## config.mk

```make
export PLATFORM = sky130hd
export DESIGN_NAME = frame_buffer_scheduler
export DESIGN_NICKNAME = d
export VERILOG_FILES = /design/src/rtl/frame_buffer_scheduler.sv
export SDC_FILE = /design/constraint.sdc
export NUM_CORES = 1
export LEC_CHECK = 0
export ABC_AREA = 1
export CORE_MARGIN = 2
export CORE_UTILIZATION = 47
export CTS_CLUSTER_DIAMETER = 150
export DETAILED_ROUTE_END_ITERATION = 6
export PLACE_DENSITY = 0.89
export SLEW_MARGIN = 20
export SYNTH_ARGS = -nofsm -noshare
export SYNTH_HDL_FRONTEND = slang
export SYNTH_SLANG_ARGS = --single-unit
export TNS_END_PERCENT = 1
```

## constraint.sdc

```tcl
create_clock -name clk_100Mhz -period 1.9 [get_ports clk_100Mhz]
set_input_delay 0.285 -clock clk_100Mhz [delete_from_list [all_inputs] [get_ports clk_100Mhz]]
set_output_delay 0.285 -clock clk_100Mhz [all_outputs]
set_load 0.02 [all_outputs]
```

## src/rtl/frame_buffer_scheduler.sv

```systemverilog
// Triple-buffer slot scheduler between the camera-side frame writer and the
// HDMI-side frame reader: three DDR slots rotate so the reader never tears.
module frame_buffer_scheduler #(
    parameter int                        AXI_ADDR_WIDTH = 32,
    parameter logic [AXI_ADDR_WIDTH-1:0] BASE_ADDR      = 32'h1000_0000,
    parameter logic [AXI_ADDR_WIDTH-1:0] FRAME_STRIDE   = 32'h0004_0000,
    parameter int                        CNT_WIDTH      = 16
) (
    input  logic                      clk_100Mhz,
    input  logic                      rst,
    input  logic                      enable,
    input  logic                      wr_frame_done,
    input  logic                      rd_frame_start,
    output logic [AXI_ADDR_WIDTH-1:0] wr_base_addr,
    output logic [AXI_ADDR_WIDTH-1:0] rd_base_addr,
    output logic [1:0]                wr_buf_idx,
    output logic [1:0]                rd_buf_idx,
    output logic                      rd_valid,
    output logic [CNT_WIDTH-1:0]      drop_cnt,
    output logic [CNT_WIDTH-1:0]      repeat_cnt
);

    typedef enum logic [1:0] {
        IDLE,
        PRIME,
        RUN
    } state_t;

    localparam logic [AXI_ADDR_WIDTH-1:0] ADDR0 = BASE_ADDR;
    localparam logic [AXI_ADDR_WIDTH-1:0] ADDR1 = BASE_ADDR + FRAME_STRIDE;
    localparam logic [AXI_ADDR_WIDTH-1:0] ADDR2 = ADDR1 + FRAME_STRIDE;
    localparam logic [CNT_WIDTH-1:0]      CNT_MAX = {CNT_WIDTH{1'b1}};

    state_t     state;
    logic [1:0] w, r, s;
    logic       fresh;
    logic       wr_done_d1;
    logic       rd_start_d1;

    logic       ev_w, ev_r;
    logic [1:0] w_n, r_n, s_n;
    logic       fresh_n;
    logic       drop_hit;
    logic       rep_hit;
    logic       rd_take;

    // Slot index to DDR base: three constants, index 3 never occurs.
    function automatic logic [AXI_ADDR_WIDTH-1:0] slot_addr(
        input logic [1:0] idx
    );
        case (idx)
            2'd1:    slot_addr = ADDR1;
            2'd2:    slot_addr = ADDR2;
            default: slot_addr = ADDR0;
        endcase
    endfunction

    assign ev_w = wr_frame_done & ~wr_done_d1;
    assign ev_r = rd_frame_start & ~rd_start_d1;

    // Write swap first, then the read swap sees the updated spare slot.
    always_comb begin
        w_n      = w;
        r_n      = r;
        s_n      = s;
        fresh_n  = fresh;
        drop_hit = 1'b0;
        rep_hit  = 1'b0;
        rd_take  = 1'b0;
        if (state != IDLE) begin
            if (ev_w) begin
                w_n      = s;
                s_n      = w;
                fresh_n  = 1'b1;
                drop_hit = fresh;
            end
            if (ev_r) begin
                if (fresh_n) begin
                    r_n     = s_n;
                    s_n     = r;
                    fresh_n = 1'b0;
                    rd_take = 1'b1;
                end else if (state == RUN) begin
                    rep_hit = 1'b1;
                end
            end
        end
    end

    always_ff @(posedge clk_100Mhz or posedge rst) begin
        if (rst) begin
            state        <= IDLE;
            w            <= 2'd0;
            r            <= 2'd1;
            s            <= 2'd2;
            fresh        <= 1'b0;
            rd_valid     <= 1'b0;
            drop_cnt     <= '0;
            repeat_cnt   <= '0;
            wr_done_d1   <= 1'b0;
            rd_start_d1  <= 1'b0;
            wr_base_addr <= ADDR0;
            rd_base_addr <= ADDR1;
        end else begin
            wr_done_d1   <= wr_frame_done;
            rd_start_d1  <= rd_frame_start;
            wr_base_addr <= slot_addr(w);
            rd_base_addr <= slot_addr(r);
            if (!enable) begin
                state    <= IDLE;
                w        <= 2'd0;
                r        <= 2'd1;
                s        <= 2'd2;
                fresh    <= 1'b0;
                rd_valid <= 1'b0;
            end else begin
                unique case (state)
                    IDLE: begin
                        state <= PRIME;
                    end
                    PRIME, RUN: begin
                        w     <= w_n;
                        r     <= r_n;
                        s     <= s_n;
                        fresh <= fresh_n;
                        if (drop_hit && drop_cnt != CNT_MAX)
                            drop_cnt <= drop_cnt + 1'b1;
                        if (rep_hit && repeat_cnt != CNT_MAX)
                            repeat_cnt <= repeat_cnt + 1'b1;
                        if (rd_take) begin
                            state    <= RUN;
                            rd_valid <= 1'b1;
                        end
                    end
                    default: begin
                        state    <= IDLE;
                        rd_valid <= 1'b0;
                    end
                endcase
            end
        end
    end

    assign wr_buf_idx = w;
    assign rd_buf_idx = r;

endmodule
```

==> flow_metrics.py <==
metrics = {
    "outcome": {
        "status": "finished clean",
    },
    "critical_path": {
        "start_kind": "flip-flop",
        "endpoint_kind": "output port",
        "worstPathBufferInverterCount": 1,
        "required_ps": 1620,
        "worstReg2RegStart": "state[0]$_DFFE_PP0P_",
        "crit_fanout": 5,
        "r2r_slack_ps": 190,
        "arrival_ps": 1500,
        "crit_family": "buffers and inverters",
        "crit_chain": "clkdlybuf4s50_1",
        "critPathMaxStageDelay_ps": 620,
        "crit_slowest_cell": "clkdlybuf4s50_1",
        "cp-startpoint": "rd_buf_idx[0]$_DFFE_PP1P_",
        "path_class": "flip-flop to output port",
    },
    "synth": {
        "ys_types": 30,
        "synth_warnings": 0,
        "async_reset_ff_frac": 1.00,
        "synth_area_sq_um": 3250,
        "synth_top_area_frac": 0.347,
        "synth-main-ff-cell": "dfrtp_1",
        "syn_area_per_cell_sq_um": 7.40,
        "ys_seq_area_frac": 0.371,
        "synthTopCellsByArea": "dfrtp_1, nand2_1, buf_4",
        "synth_area_leader_cell": "dfrtp_1",
        "yosys-top-cells-count": "nand2_1, buf_4, dfrtp_1",
        "synthCells": 439,
        "synth.most_common_cell": "nand2_1",
        "synth_edf_count": 0,
        "ys_seq_elements": 48,
    },
    "sta": {
        "period_minus_slack_ps": 1780,
        "fmax_ghz": 0.562,
        "fin_skew_ps": 8.55,
        "finalSetupTns_ps": 0,
        "grt_setup_unrepaired": "no",
        "hold_viol": 0,
        "slew_violations": 0,
        "finalCritPeriodShare": 0.937,
        "hold_slack_ps": 336,
        "setup_viol": 0,
    },
    "clock_network": {
        "cts_sinks": 48,
        "cts_buffers": 5,
        "cts_root_buf": "clkbuf_8",
        "clk_pin_slew_ps": 90,
        "insertion_delay_ps": 300,
        "cts_max_level": 2,
        "cts.path.max_buffers": 2,
        "post_cts_buffers": 0,
        "postCtsHoldBufs": 0,
        "tritoncts": "yes",
        "cts_repair_resize_count": 0,
    },
    "floorplan": {
        "fp.dieW_microns": 87.1,
        "start_util": 0.481,
        "dieArea_sq_um": 7590,
        "core.rowCount": 30,
        "core_area_sq_um": 6760,
        "die_h_microns": 87.1,
        "pin_count": 106,
    },
    "power": {
        "comb_power_share": 0.227,
        "p_per_area_nw_per_um2": 620,
        "pwr-share-clk": 0.278,
        "leakage_nw": 1.80,
        "p_seq_frac": 0.494,
        "swShare": 0.319,
        "ir_worst_vdd_mv": 0.260,
        "p_switching_w": 0.000727,
        "p_int_w": 0.00155,
    },
    "routing": {
        "wl_met3_microns": 329,
        "via_count": 2699,
        "postRouteAntennaNets": 0,
        "wl_met1_mm": 2.59,
        "drc_errors": 0,
        "drt-total-wl_mm": 6.19,
        "top_layer": "met4",
        "wl_met2_mm": 3.18,
        "vias_per_cell": 4.72,
        "wire_per_inst_microns": 10.8,
        "drtIter0Drc": 75,
        "drt-pass1-iter-count": 4,
    },
    "global_routing": {
        "grt-ovfl-total": 0,
        "antenna_found_initial": 0,
        "grt_pass1_wl_mm": 10.5,
        "grt_use_total": 0.168,
        "grt_pass1_vias": 2467,
        "grt_max_degree": 49,
    },
    "finish": {
        "nets": 500,
        "n_antenna_cell": 0,
        "ff_latch_area_sq_um": 1200,
        "postLayoutCellArea_sq_um": 3670,
        "multi_input_area_sq_um": 1640,
        "syn_to_final_growth_pct": 13.1,
        "n_fill_cell": 612,
        "drive_above_1_share": 0.0793,
    },
    "flow_run": {
        "max-cap-violations": 0,
    },
    "placed_design": {
        "place_area_sq_um": 3580,
        "gp_congestion": 0.849,
        "place_hpwl_mm": 4.62,
        "numPortBuffers": 45,
    },
    "hold_path": {
        "min_path_type": "primary input to async pin",
    },
}
[layer usage]
metal	up-vias	global-route usage
met5	-	0
met4	0	0.0517
met3	11	0.0389
met2	94	0.310
met1	1260	0.193
li1	1334	-
[sequential cells by signal, indices dropped and copies added (netlist names)]
register and flops:
s 2, rd_start_d1 1, repeat_cnt 16, wr_done_d1 1
rd_base_addr 2, wr_base_addr 2, fresh 1, rd_buf_idx 2
state 2, wr_buf_idx 2, rd_valid 1, drop_cnt 16
[final cells by class]
cell class | count | area share
Clock buffer | 8 | 0.0245
Inverter | 35 | 0.0358
Multi-Input combinational cell | 350 | 0.446
Sequential cell | 48 | 0.328
Tap cell | 80 | 0.0273
Timing Repair Buffer | 51 | 0.138
[layout by cell type (no fill, tap or decap), types with 3 or more instances in the layout]
cell               n
clkbuf_8           6
buf_4              5
xor2_1             6
dfrtp_1           45
nand4_1           10
nand3_1           12
nand2_1          170
xnor2_1            8
inv_2              3
o21ai_0           15
nor2_4             4
nand3_2            3
conb_1            60
dfstp_2            3
nor2_2             4
clkdlybuf4s50_1   45
a21oi_1            3
nor2_1            35
inv_1             32
ha_1               4
nand2_2            4
[power by group through the flow]
| stage | sequential, W | clock, W | combinational, W |
|---|---|---|---|
| floorplan | 0.00120 | 0 | 0.000400 |
| global placement | 0.00115 | 0 | 0.000505 |
| detailed placement | 0.00115 | 0 | 0.000517 |
| CTS | 0.00113 | 0.000644 | 0.000520 |
| global route | 0.00113 | 0.000696 | 0.000571 |
| finish | 0.00113 | 0.000633 | 0.000518 |
[metrics by stage]
step / instances / setup slack, ps / util / power [W]
2_1_floorplan: 497 / 196 / - / 0.00160
3_3_place_gp: 564 / 140 / 0.530 / 0.00165
3_5_place_dp: 564 / 103 / 0.530 / 0.00166
4_1_cts: 572 / 117 / 0.544 / 0.00229
5_1_grt: 572 / 58.6 / 0.544 / 0.00240
6_report: 572 / 120 / 0.544 / 0.00228
[worst paths after layout]
check / to / cells after the start
max reg2reg: repeat_cnt[5]$_DFFE_PP0P_ / 8
max in group asynchronous: rd_base_addr[18]$_DFF_PP1_ / 3
min: rd_base_addr[19]$_DFF_PP0_ / 3
max: rd_buf_idx[0] / 1
min in group clk_100Mhz: rd_start_d1$_DFF_PP0_ / 1
min reg2reg: rd_base_addr[18]$_DFF_PP1_ / 1
[logic make-up after synthesis]
group | Yosys count | share of synthesized area
flip-flops | 48 | 0.371
other | 2 | 0.00231
adder cells (fa/ha/maj) | 4 | 0.0154
AND/OR/NAND/NOR | 247 | 0.335
XOR/XNOR | 14 | 0.0378
AO/OA/AOI/OAI | 25 | 0.0466
buffers and inverters | 99 | 0.192
Note: power is estimated with default switching activity, not from simulation.
